**src/rtl/approx_mul_pipe_pkg.sv**
```systemverilog
// Shared definitions for the pipelined approximate multiplier.
package approx_mul_pkg;

  localparam logic MODE_EXACT  = 1'b0;
  localparam logic MODE_APPROX = 1'b1;

  // Upper bounds of the legal operand and tag widths.
  localparam int unsigned PL_W_MAX     = 16;
  localparam int unsigned PL_TAG_W_MAX = 16;

  // One operand pair as it travels with its sideband; fields sized for the
  // widest legal configuration, narrower builds use the low bits.
  typedef struct packed {
    logic [PL_W_MAX-1:0]     a;
    logic [PL_W_MAX-1:0]     b;
    logic                    mode;
    logic [PL_TAG_W_MAX-1:0] tag;
  } stage_payload_t;

  // Rounding bias for truncated products: half the weight of the lowest kept column.
  function automatic int unsigned comp_const(input int unsigned trunc,
                                             input int unsigned comp_en);
    if (comp_en != 0 && trunc > 0) begin
      return 32'd1 << (trunc - 1);
    end
    return 32'd0;
  endfunction

endpackage

```
**src/rtl/approx_mul_pipe_if.sv**
```systemverilog
// Operand/result handshake bundle for approx_mul_pipe.
interface approx_mul_pipe_if #(
  parameter int unsigned W     = 8,
  parameter int unsigned TAG_W = 4
);
  logic             in_valid;
  logic             in_ready;
  logic [W-1:0]     in_a;
  logic [W-1:0]     in_b;
  logic             in_mode;
  logic [TAG_W-1:0] in_tag;
  logic             out_valid;
  logic             out_ready;
  logic [2*W-1:0]   out_p;
  logic [TAG_W-1:0] out_tag;
  logic             out_mode;

  // Upstream/downstream side: offers operands, consumes results.
  modport master (
    output in_valid, in_a, in_b, in_mode, in_tag, out_ready,
    input  in_ready, out_valid, out_p, out_tag, out_mode
  );

  // Multiplier side.
  modport slave (
    input  in_valid, in_a, in_b, in_mode, in_tag, out_ready,
    output in_ready, out_valid, out_p, out_tag, out_mode
  );
endinterface

```
**src/rtl/approx_pp_reduce.sv**
```systemverilog
// Partial-product generation, column truncation and carry-save reduction
// of the product matrix down to two rows.
module approx_pp_reduce
  import approx_mul_pkg::*;
#(
  parameter int unsigned W     = 8,
  parameter int unsigned TRUNC = 8
) (
  input  logic [W-1:0] a_i,
  input  logic [W-1:0] b_i,
  input  logic         mode_i,
  output logic [2*W:0] row0_o,
  output logic [2*W:0] row1_o
);

  localparam int unsigned RW = 2*W + 1;
  localparam logic [RW-1:0] ALL_ONES    = '1;
  // Columns i+j >= TRUNC survive in approximate mode.
  localparam logic [RW-1:0] APPROX_KEEP = ALL_ONES << TRUNC;

  logic [RW-1:0] keep;
  logic [RW-1:0] pp_row;
  logic [RW-1:0] sum_q;
  logic [RW-1:0] car_q;
  logic [RW-1:0] sum_n;

  // Accumulate each shifted partial-product row through a 3:2 compressor;
  // carries leaving the top column are dropped since the true total fits RW bits.
  always_comb begin
    keep   = (mode_i == MODE_APPROX) ? APPROX_KEEP : ALL_ONES;
    sum_q  = '0;
    car_q  = '0;
    pp_row = '0;
    sum_n  = '0;
    for (int unsigned i = 0; i < W; i++) begin
      pp_row = (RW'({W{a_i[i]}} & b_i) << i) & keep;
      sum_n  = sum_q ^ car_q ^ pp_row;
      car_q  = ((sum_q & car_q) | (sum_q & pp_row) | (car_q & pp_row)) << 1;
      sum_q  = sum_n;
    end
    row0_o = sum_q;
    row1_o = car_q;
  end

endmodule

```
**src/rtl/approx_mul_pipe.sv**
```systemverilog
// Three-stage valid/ready pipelined exact/approximate unsigned multiplier.
module approx_mul_pipe
  import approx_mul_pkg::*;
#(
  parameter int unsigned W       = 8,
  parameter int unsigned TRUNC   = 8,
  parameter int unsigned COMP_EN = 1,
  parameter int unsigned TAG_W   = 4
) (
  input logic               clk,
  input logic               rst,
  approx_mul_pipe_if.slave  bus
);

  localparam int unsigned PW = 2*W;
  localparam int unsigned RW = 2*W + 1;
  localparam logic [RW:0] COMP  = (RW+1)'(comp_const(TRUNC, COMP_EN));
  localparam logic [RW:0] P_MAX = (RW+1)'({PW{1'b1}});

  // Stage 1: captured operands
  logic             v1_q, v1_d;
  logic [W-1:0]     a1_q, a1_d, b1_q, b1_d;
  logic             m1_q, m1_d;
  logic [TAG_W-1:0] t1_q, t1_d;
  // Stage 2: reduced carry-save rows
  logic             v2_q, v2_d;
  logic [RW-1:0]    r0_q, r0_d, r1_q, r1_d;
  logic             m2_q, m2_d;
  logic [TAG_W-1:0] t2_q, t2_d;
  // Stage 3: final product
  logic             v3_q, v3_d;
  logic [PW-1:0]    p3_q, p3_d;
  logic             m3_q, m3_d;
  logic [TAG_W-1:0] t3_q, t3_d;

  logic          en1, en2, en3;
  logic [RW-1:0] row0, row1;
  logic [RW-1:0] cs_sum;
  logic [RW:0]   biased;

  approx_pp_reduce #(
    .W     (W),
    .TRUNC (TRUNC)
  ) u_reduce (
    .a_i    (a1_q),
    .b_i    (b1_q),
    .mode_i (m1_q),
    .row0_o (row0),
    .row1_o (row1)
  );

  // Each stage loads when its successor is empty or draining this cycle.
  always_comb begin
    en3 = !v3_q || bus.out_ready;
    en2 = !v2_q || en3;
    en1 = !v1_q || en2;
  end

  // Carry-propagate add, compensation bias and saturation for stage 3.
  always_comb begin
    cs_sum = r0_q + r1_q;
    biased = {1'b0, cs_sum} + ((m2_q == MODE_APPROX) ? COMP : '0);
    p3_d   = (biased > P_MAX) ? '1 : biased[PW-1:0];
  end

  // Next-state for all stages; payloads only move with a valid token so the
  // outputs keep the last result while idle.
  always_comb begin
    v1_d = v1_q; a1_d = a1_q; b1_d = b1_q; m1_d = m1_q; t1_d = t1_q;
    v2_d = v2_q; r0_d = r0_q; r1_d = r1_q; m2_d = m2_q; t2_d = t2_q;
    v3_d = v3_q; m3_d = m3_q; t3_d = t3_q;
    if (en1) begin
      v1_d = bus.in_valid;
      if (bus.in_valid) begin
        a1_d = bus.in_a;
        b1_d = bus.in_b;
        m1_d = bus.in_mode;
        t1_d = bus.in_tag;
      end
    end
    if (en2) begin
      v2_d = v1_q;
      if (v1_q) begin
        r0_d = row0;
        r1_d = row1;
        m2_d = m1_q;
        t2_d = t1_q;
      end
    end
    if (en3) begin
      v3_d = v2_q;
      if (v2_q) begin
        m3_d = m2_q;
        t3_d = t2_q;
      end
    end
  end

  // Pipeline registers with synchronous reset discarding all in-flight data.
  always_ff @(posedge clk) begin
    if (rst) begin
      v1_q <= 1'b0; a1_q <= '0; b1_q <= '0; m1_q <= 1'b0; t1_q <= '0;
      v2_q <= 1'b0; r0_q <= '0; r1_q <= '0; m2_q <= 1'b0; t2_q <= '0;
      v3_q <= 1'b0; p3_q <= '0; m3_q <= 1'b0; t3_q <= '0;
    end else begin
      v1_q <= v1_d; a1_q <= a1_d; b1_q <= b1_d; m1_q <= m1_d; t1_q <= t1_d;
      v2_q <= v2_d; r0_q <= r0_d; r1_q <= r1_d; m2_q <= m2_d; t2_q <= t2_d;
      v3_q <= v3_d; m3_q <= m3_d; t3_q <= t3_d;
      if (en3 && v2_q) begin
        p3_q <= p3_d;
      end
    end
  end

  assign bus.in_ready  = en1;
  assign bus.out_valid = v3_q;
  assign bus.out_p     = p3_q;
  assign bus.out_tag   = t3_q;
  assign bus.out_mode  = m3_q;

endmodule
```
**src/flat_wrapper.sv**
```systemverilog
// flat-port wrapper written by rule: the top's interface ports become plain ports
module approx_mul_pipe_flat import approx_mul_pkg::*;
#(
  parameter int unsigned W       = 8,
  parameter int unsigned TRUNC   = 8,
  parameter int unsigned COMP_EN = 1,
  parameter int unsigned TAG_W   = 4
)
  (clk, rst, bus_in_valid, bus_in_a, bus_in_b, bus_in_mode, bus_in_tag, bus_out_ready, bus_in_ready, bus_out_valid, bus_out_p, bus_out_tag, bus_out_mode);
  approx_mul_pipe_if #(.W(W), .TAG_W(TAG_W)) bus_i ();
  input logic clk;
  input logic rst;
  input wire logic [$bits(bus_i.in_valid)-1:0] bus_in_valid;
  input wire logic [$bits(bus_i.in_a)-1:0] bus_in_a;
  input wire logic [$bits(bus_i.in_b)-1:0] bus_in_b;
  input wire logic [$bits(bus_i.in_mode)-1:0] bus_in_mode;
  input wire logic [$bits(bus_i.in_tag)-1:0] bus_in_tag;
  input wire logic [$bits(bus_i.out_ready)-1:0] bus_out_ready;
  output wire logic [$bits(bus_i.in_ready)-1:0] bus_in_ready;
  output wire logic [$bits(bus_i.out_valid)-1:0] bus_out_valid;
  output wire logic [$bits(bus_i.out_p)-1:0] bus_out_p;
  output wire logic [$bits(bus_i.out_tag)-1:0] bus_out_tag;
  output wire logic [$bits(bus_i.out_mode)-1:0] bus_out_mode;
  assign bus_i.in_valid = bus_in_valid;
  assign bus_i.in_a = bus_in_a;
  assign bus_i.in_b = bus_in_b;
  assign bus_i.in_mode = bus_in_mode;
  assign bus_i.in_tag = bus_in_tag;
  assign bus_i.out_ready = bus_out_ready;
  assign bus_in_ready = bus_i.in_ready;
  assign bus_out_valid = bus_i.out_valid;
  assign bus_out_p = bus_i.out_p;
  assign bus_out_tag = bus_i.out_tag;
  assign bus_out_mode = bus_i.out_mode;
  approx_mul_pipe #(.W(W), .TRUNC(TRUNC), .COMP_EN(COMP_EN), .TAG_W(TAG_W)) u_core (.clk(clk), .rst(rst), .bus(bus_i));
endmodule
```
**config.mk**
```make
export PLATFORM = sky130hd
export DESIGN_NAME = approx_mul_pipe_flat
export DESIGN_NICKNAME = d
export VERILOG_FILES = /design/src/rtl/approx_mul_pipe_pkg.sv /design/src/rtl/approx_mul_pipe_if.sv /design/src/rtl/approx_pp_reduce.sv /design/src/rtl/approx_mul_pipe.sv /design/src/flat_wrapper.sv
export SDC_FILE = /design/constraint.sdc
export NUM_CORES = 1
export LEC_CHECK = 0
export BUFFER_PORTS_ARGS = -buffer_cell sky130_fd_sc_hd__buf_2
export CAP_MARGIN = 25
export CORE_ASPECT_RATIO = 0.8
export CORE_MARGIN = 5
export CORE_UTILIZATION = 31
export CTS_BUF_LIST = sky130_fd_sc_hd__clkbuf_16
export CTS_CLUSTER_DIAMETER = 80
export CTS_CLUSTER_SIZE = 10
export DETAILED_ROUTE_END_ITERATION = 12
export GPL_TIMING_DRIVEN = 1
export SLEW_MARGIN = 40
export SYNTH_ARGS = -nofsm -noshare
export SYNTH_HDL_FRONTEND = slang
export SYNTH_SLANG_ARGS = --single-unit
export TNS_END_PERCENT = 100
```
**constraint.sdc**
```tcl
create_clock -name clk -period 4.76 [get_ports clk]
set_input_delay 0 -clock clk [delete_from_list [all_inputs] [get_ports clk]]
set_output_delay 0 -clock clk [all_outputs]
set_load 0.01 [all_outputs]
```
### Word level (Yosys, flattened, before mapping)

Index checks and enable logic that the tools add are counted.

* output and inout bits: 23
* bits in registers: 83
* input port bits: 25

* add/sub/neg operators: 2
* order comparisons: 1
* bitwise logic cells: 60
* muxes and demuxes: 3
* reduce and logical (&&, ||, !) cells: 10

Operators with widths (count)
* 16-bit AND: 19
* 17-bit bitwise XOR: 13
* 16-bit OR: 12
* 8-bit AND: 8
* 17-bit by 18-bit adder with 18-bit output: 1
* 18-bit by 16-bit greater-than comparator with 1-bit output (second input constant): 1
* 17-bit adder: 1
* 10-bit by 17-bit AND with 17-bit output: 1
* 11-bit by 17-bit AND with 17-bit output: 1
* 12-bit by 17-bit AND with 17-bit output: 1
* 13-bit by 17-bit AND with 17-bit output: 1
* 14-bit by 17-bit AND with 17-bit output: 1
* 15-bit by 17-bit AND with 17-bit output: 1
* 8-bit by 17-bit AND with 17-bit output: 1
* 9-bit by 17-bit AND with 17-bit output: 1
* 16-bit 2-to-1 mux: 1
* 8-bit 2-to-1 mux: 2
* 2-bit AND reduction: 3
* 1-bit logical NOT: 3
* 1-bit logical OR: 3
* 1-bit logical AND: 1

### Logic depth before layout (Yosys ltp)

* depth after elaboration: 21
* depth in mapped cells: 16
* depth with buffers taken out: 15

### By module

A second synthesis with hierarchy kept.

* cells, all modules: 662
* area total of the unflattened synthesis: 5602.9 um2

By module, submodules not included
* approx_mul_pipe: times used 1, cells each 490, area each 3965.1 um2
* approx_pp_reduce: times used 1, cells each 172, area each 1637.8 um2

### Least setup slack after synthesis

No wires, ideal clock.

* kind: flip-flop to flip-flop
* from: register u_core.m1_q
* to: register u_core.r0_q[7]
* arrival: 4.364 ns
* setup slack: 0.326 ns
* required time: 4.690 ns
* stages on the path, launching flop included: 17
* clock period less this slack: 4.434 ns
* path through: dfxtp_1 > clkbuf_1 > nor2b_1 > and2_1 > ha_1 > inv_1 > fa_1 > fa_1 > inv_1 > fa_1 > inv_1 > fa_1 > fa_1 > inv_1 > fa_1 > nand2_1 > a21oi_1

* cells in the longest elaborated chain, start to end: 20
* elaborated cells on any way between the ends: 48
* those cells by class: mux: 1; bitwise: 47

RTL lines
* start, declared: RTL line approx_mul_pipe.sv:23 `logic m1_q, m1_d;`
* start signal, assigned: RTL line approx_mul_pipe.sv:102 `v1_q <= 1'b0; a1_q <= '0; b1_q <= '0; m1_q <= 1'b0; t1_q <= '0;`
* start signal, assigned: RTL line approx_mul_pipe.sv:106 `v1_q <= v1_d; a1_q <= a1_d; b1_q <= b1_d; m1_q <= m1_d; t1_q <= t1_d;`
* 8-bit 2-to-1 mux (*): RTL line approx_pp_reduce.sv:30 `keep = (mode_i == MODE_APPROX) ? APPROX_KEEP : ALL_ONES;`
* 8-bit by 17-bit AND with 17-bit output / 9-bit by 17-bit AND with 17-bit output (equally long branches): RTL line approx_pp_reduce.sv:36 `pp_row = (RW'({W{a_i[i]}} & b_i) << i) & keep;`
* 17-bit bitwise XOR / 16-bit AND (equally long branches): RTL line approx_pp_reduce.sv:37, approx_pp_reduce.sv:38
* 16-bit AND: RTL line approx_pp_reduce.sv:38 `car_q = ((sum_q & car_q) | (sum_q & pp_row) | (car_q & pp_row)) << 1;`
* 16-bit OR (2 in a row): RTL line approx_pp_reduce.sv:38
* 16-bit AND: RTL line approx_pp_reduce.sv:38
* 16-bit OR (2 in a row): RTL line approx_pp_reduce.sv:38
* 16-bit AND: RTL line approx_pp_reduce.sv:38
* 16-bit OR (2 in a row): RTL line approx_pp_reduce.sv:38
* 16-bit AND: RTL line approx_pp_reduce.sv:38
* 16-bit OR (2 in a row): RTL line approx_pp_reduce.sv:38
* 16-bit AND: RTL line approx_pp_reduce.sv:38
* 16-bit OR (2 in a row): RTL line approx_pp_reduce.sv:38
* 17-bit bitwise XOR: RTL line approx_pp_reduce.sv:37 `sum_n = sum_q ^ car_q ^ pp_row;`
* 17-bit bitwise XOR (*): RTL line approx_pp_reduce.sv:37
* net u_core.row0[7]: RTL line approx_mul_pipe.sv:37 `logic [RW-1:0] row0, row1;`
* end signal, assigned: RTL line approx_mul_pipe.sv:107 `v2_q <= v2_d; r0_q <= r0_d; r1_q <= r1_d; m2_q <= m2_d; t2_q <= t2_d;`
* end, declared: RTL line approx_mul_pipe.sv:27 `logic [RW-1:0] r0_q, r0_d, r1_q, r1_d;`

The timed path passes the listed nets; every way through them passes the cells marked *.
A chain may end at the register's enable or synchronous reset.

### Final worst setup path

Same ends and word-level chain as after synthesis.

==> qor.csv <==
metric;value;unit
status;completed;
wire per inst;12.2;microns
CTS tree;built;
Die ar.;16700;sq um
die span in y;117;microns
Worst-Margin Slew;807;ps
mux cell area share after synthesis;0;
# IOs;48;
Via density;4.55;
Clock Latency Late Sink;340;ps
CTS Buf Count;9;
Arr. time, crit path;4760;ps
reg2reg start;u_core.m1_q$_SDFFE_PP0P_;
top fanout value on the critical path;10;
Mean Syn Cell Area;8.47;sq um
core box area;14100;sq um
Nets;662;
Synth top area share;0.327;
Detail Route Antenna Nets;0;
Synth Area in XOR/XNOR;0.0139;
Core Util, Final;0.376;
Initial Util;0.312;
FF-to-FF path depth;16;
CP max-delay cell;fa_1;
GRT Util Overall;0.123;
Hold Path Class;in2reg;
vias in the first global route;3621;
min cycle time layout;4500;ps
ranking of synthesized cells by area;dfxtp_1, fa_1, nand2_1, a21oi_1, ha_1;
CP Launch Type;flip-flop;
Slew Viols, Final;0;
remaining global-route overflow;0;
H-tree depth;3;
slowest stage delay, CP;540;ps
Bufs and invs on worst path;5;
Worst Path Required;5020;ps
count of final setup violators;0;
root buffer cell;clkbuf_16;
r2r setup slk;260;ps
CTS max path bufs;2;
adder-cell area share of the yosys netlist;0.241;
crit path capture type;flip-flop;
Yosys warning total;0;
Tcrit/Tclk final;0.945;
CP cell instances;buf_4 -> nor2b_2 -> and2_1 -> ha_1 -> inv_1 -> fa_1 -> fa_1 -> inv_1 -> fa_1 -> inv_1 -> fa_1 -> fa_1 -> inv_1 -> fa_1 -> nand2_1 -> a21oi_1;
HP Start;bus_out_ready;
clk_skew;5.32;ps
CTS clock-pin slew for the worst setup and hold paths;60;ps
RSZ-0062 raised after global routing;false;
I/O Buffers;47;
Pre-antenna DRT Iters;4;
Synth area leader;dfxtp_1;
final hold violation count;0;
Area Overhead vs Synth;20.3;%
sequential area share after synthesis;0.327;
Cells after Synth;520;
most used cell, CP;fa_1;
FF-to-FF End;u_core.r0_q[7]$_SDFFE_PP0P_;
Compound-Gate Fraction of Synth Area;0.129;
Die Wd;143;microns
share of layout cells above drive strength 1;0.144;
P_leak;2.05;nW
# DRC;0;
CTS sink cnt;72;
number of diodes;0;
Pwr per Cell Area;265;nW/um^2
Syn Std Cell Area;4400;sq um
fmax;0.222;GHz
main combinational cell family by area after synthesis;adder cells;
HPWL after detailed placement;7120;microns
end of the worst hold path;u_core.bus.out_valid$_SDFFE_PP0P_;
Max-Cap Viols;0;
first-pass GRT wire length;16600;microns
FP Rows;39;
synthesized net count;604;
synthesis-stage register bit count;72;
Rel. slew slack;0.462;
Crit Path Category;reg2reg;
Final Wtd Congestion;0.849;
setup TNS;0;ps
routed via count;3493;
simple-gate portion of the synthesized area;0.221;
Netlist cell types;36;
kind of cell adding the most delay to the critical path;adder cells;
initial antenna violation count;0;
maximum vdd drop;0.164;mV
worst hold path depth;4;
largest net degree at the start of global routing;73;
post-CTS setup buffers;0;
Initial DRC Count;185;
final WL;9390;microns
## worst register-to-register path, cell delays in order (launching register included)
cell     delay, ps
dfxtp_1        390
buf_4          190
nor2b_2         70
and2_1         160
ha_1           270
inv_1           50
fa_1           440
fa_1           510
inv_1           50
fa_1           520
inv_1           50
fa_1           440
fa_1           510
inv_1           60
fa_1           540
nand2_1         50
a21oi_1        120
## flip-flops by register name, summed over array words and instances (netlist names)
signal                flops
u_core.a1_q               8
u_core.b1_q               8
u_core.bus.out_mode       1
u_core.bus.out_p         16
u_core.bus.out_tag        4
u_core.bus.out_valid      1
u_core.m1_q               1
u_core.m2_q               1
u_core.r0_q              15
u_core.r1_q               7
u_core.t1_q               4
u_core.t2_q               4
u_core.v1_q               1
u_core.v2_q               1
## what timing repair did
action | 4_1_cts | 5_1_grt
hold endpoints to repair | 22 | 0
resized for setup | 0 | 3
endpoints found under the setup margin | 0 | 3
hold buffers | 22 | 0
## worst max path at each step
stage / start / end / slack [ps] / cells after the start
finish: u_core.m1_q$_SDFFE_PP0P_ / u_core.r0_q[7]$_SDFFE_PP0P_ / 260 / 16
global route: u_core.a1_q[1]$_SDFFE_PP0P_ / u_core.r0_q[7]$_SDFFE_PP0P_ / 8 / 15
CTS: u_core.a1_q[0]$_SDFFE_PP0P_ / u_core.r0_q[7]$_SDFFE_PP0P_ / 130 / 15
detailed placement: u_core.a1_q[0]$_SDFFE_PP0P_ / u_core.r0_q[7]$_SDFFE_PP0P_ / 140 / 15
global placement: u_core.a1_q[0]$_SDFFE_PP0P_ / u_core.r0_q[7]$_SDFFE_PP0P_ / 250 / 15
floorplan: u_core.m1_q$_SDFFE_PP0P_ / u_core.r0_q[7]$_SDFFE_PP0P_ / 330 / 16
## cell usage in the layout, fill, tap and decap left out, types with 2 or more instances in the layout
master         count
clkinv_2           2
a211oi_1          11
buf_2             47
clkbuf_16          9
inv_1             46
xnor2_1            5
nor3_1             2
nor2b_1            7
nand2_1          138
a21o_1             2
ha_1              16
nand3b_1           3
nand3_1            6
fa_1              43
nor2_1            28
buf_4              8
a21oi_1           55
and2_1            23
nand2b_1           2
xor2_1             2
a2111oi_0          2
nor2b_2            3
a31oi_1            2
a211oi_2          10
clkinvlp_4         3
dlygate4sd3_1     22
dfxtp_1           72
## cells in the mapped netlist, drive strengths merged
library cell,instances
nand2,138
dfxtp,72
a21oi,55
inv,45
fa,43
nor2,28
clkbuf,26
and2,24
a211oi,21
ha,16
nor2b,10
nand3,6
xnor2,5
buf,4
nand3b,3
nor3,3
a2111oi,2
a21o,2
a31oi,2
nand2b,2
xor2,2
a21boi,1
and3,1
and3b,1
and4b,1
nand4b,1
nor3b,1
o21ai,1
o21bai,1
o311a,1
o41a,1
or2,1
## final cells by class
class                      count  area (sq um)
clock buffer                   9           225
clock inverter                 7          40.0
fill                        1457          8810
inverter                      45           169
multi-input combinational    373          2680
sequential                    72          1440
tap                          184           230
timing repair buffer          77           515
## report_power, final
| part | switching (mW) | internal, mW |
|---|---|---|
| logic | 0.0868 | 0.0656 |
| clock network | 0.255 | 0.346 |
| registers | 0.0212 | 0.626 |
| total | 0.363 | 1.04 |
## cells by family after synthesis
| logic type | count (synthesis) |
|---|---|
| buffers and inverters | 75 |
| DFF | 72 |
| AOI/OAI and AO/OA | 87 |
| and+or+nand+nor | 220 |
| adders and majority gates | 59 |
| xor gates and xnor gates | 7 |
## metal layers
metal  vias to the layer above  GRT usage  wire length, microns
met5                         -          0                     0
met4                         0     0.0320                    41
met3                         5     0.0364                   527
met2                        67      0.195                  4100
met1                      1654      0.166                  4730
li1                       1767          -                     -
## through the flow
stage,area [sq um],hold WS (ps),instances,total power [mW],setup slack [ps]
2_1_floorplan,4400,136,520,0.755,326
3_5_place_dp,4800,248,729,0.801,138
3_3_place_gp,4800,243,729,0.797,250
5_1_grt,5300,28.1,767,1.48,8.43
4_1_cts,5290,2.82,767,1.43,129
6_report,5300,18.9,767,1.40,262
No activity file was read; power rests on OpenSTA's default activity.
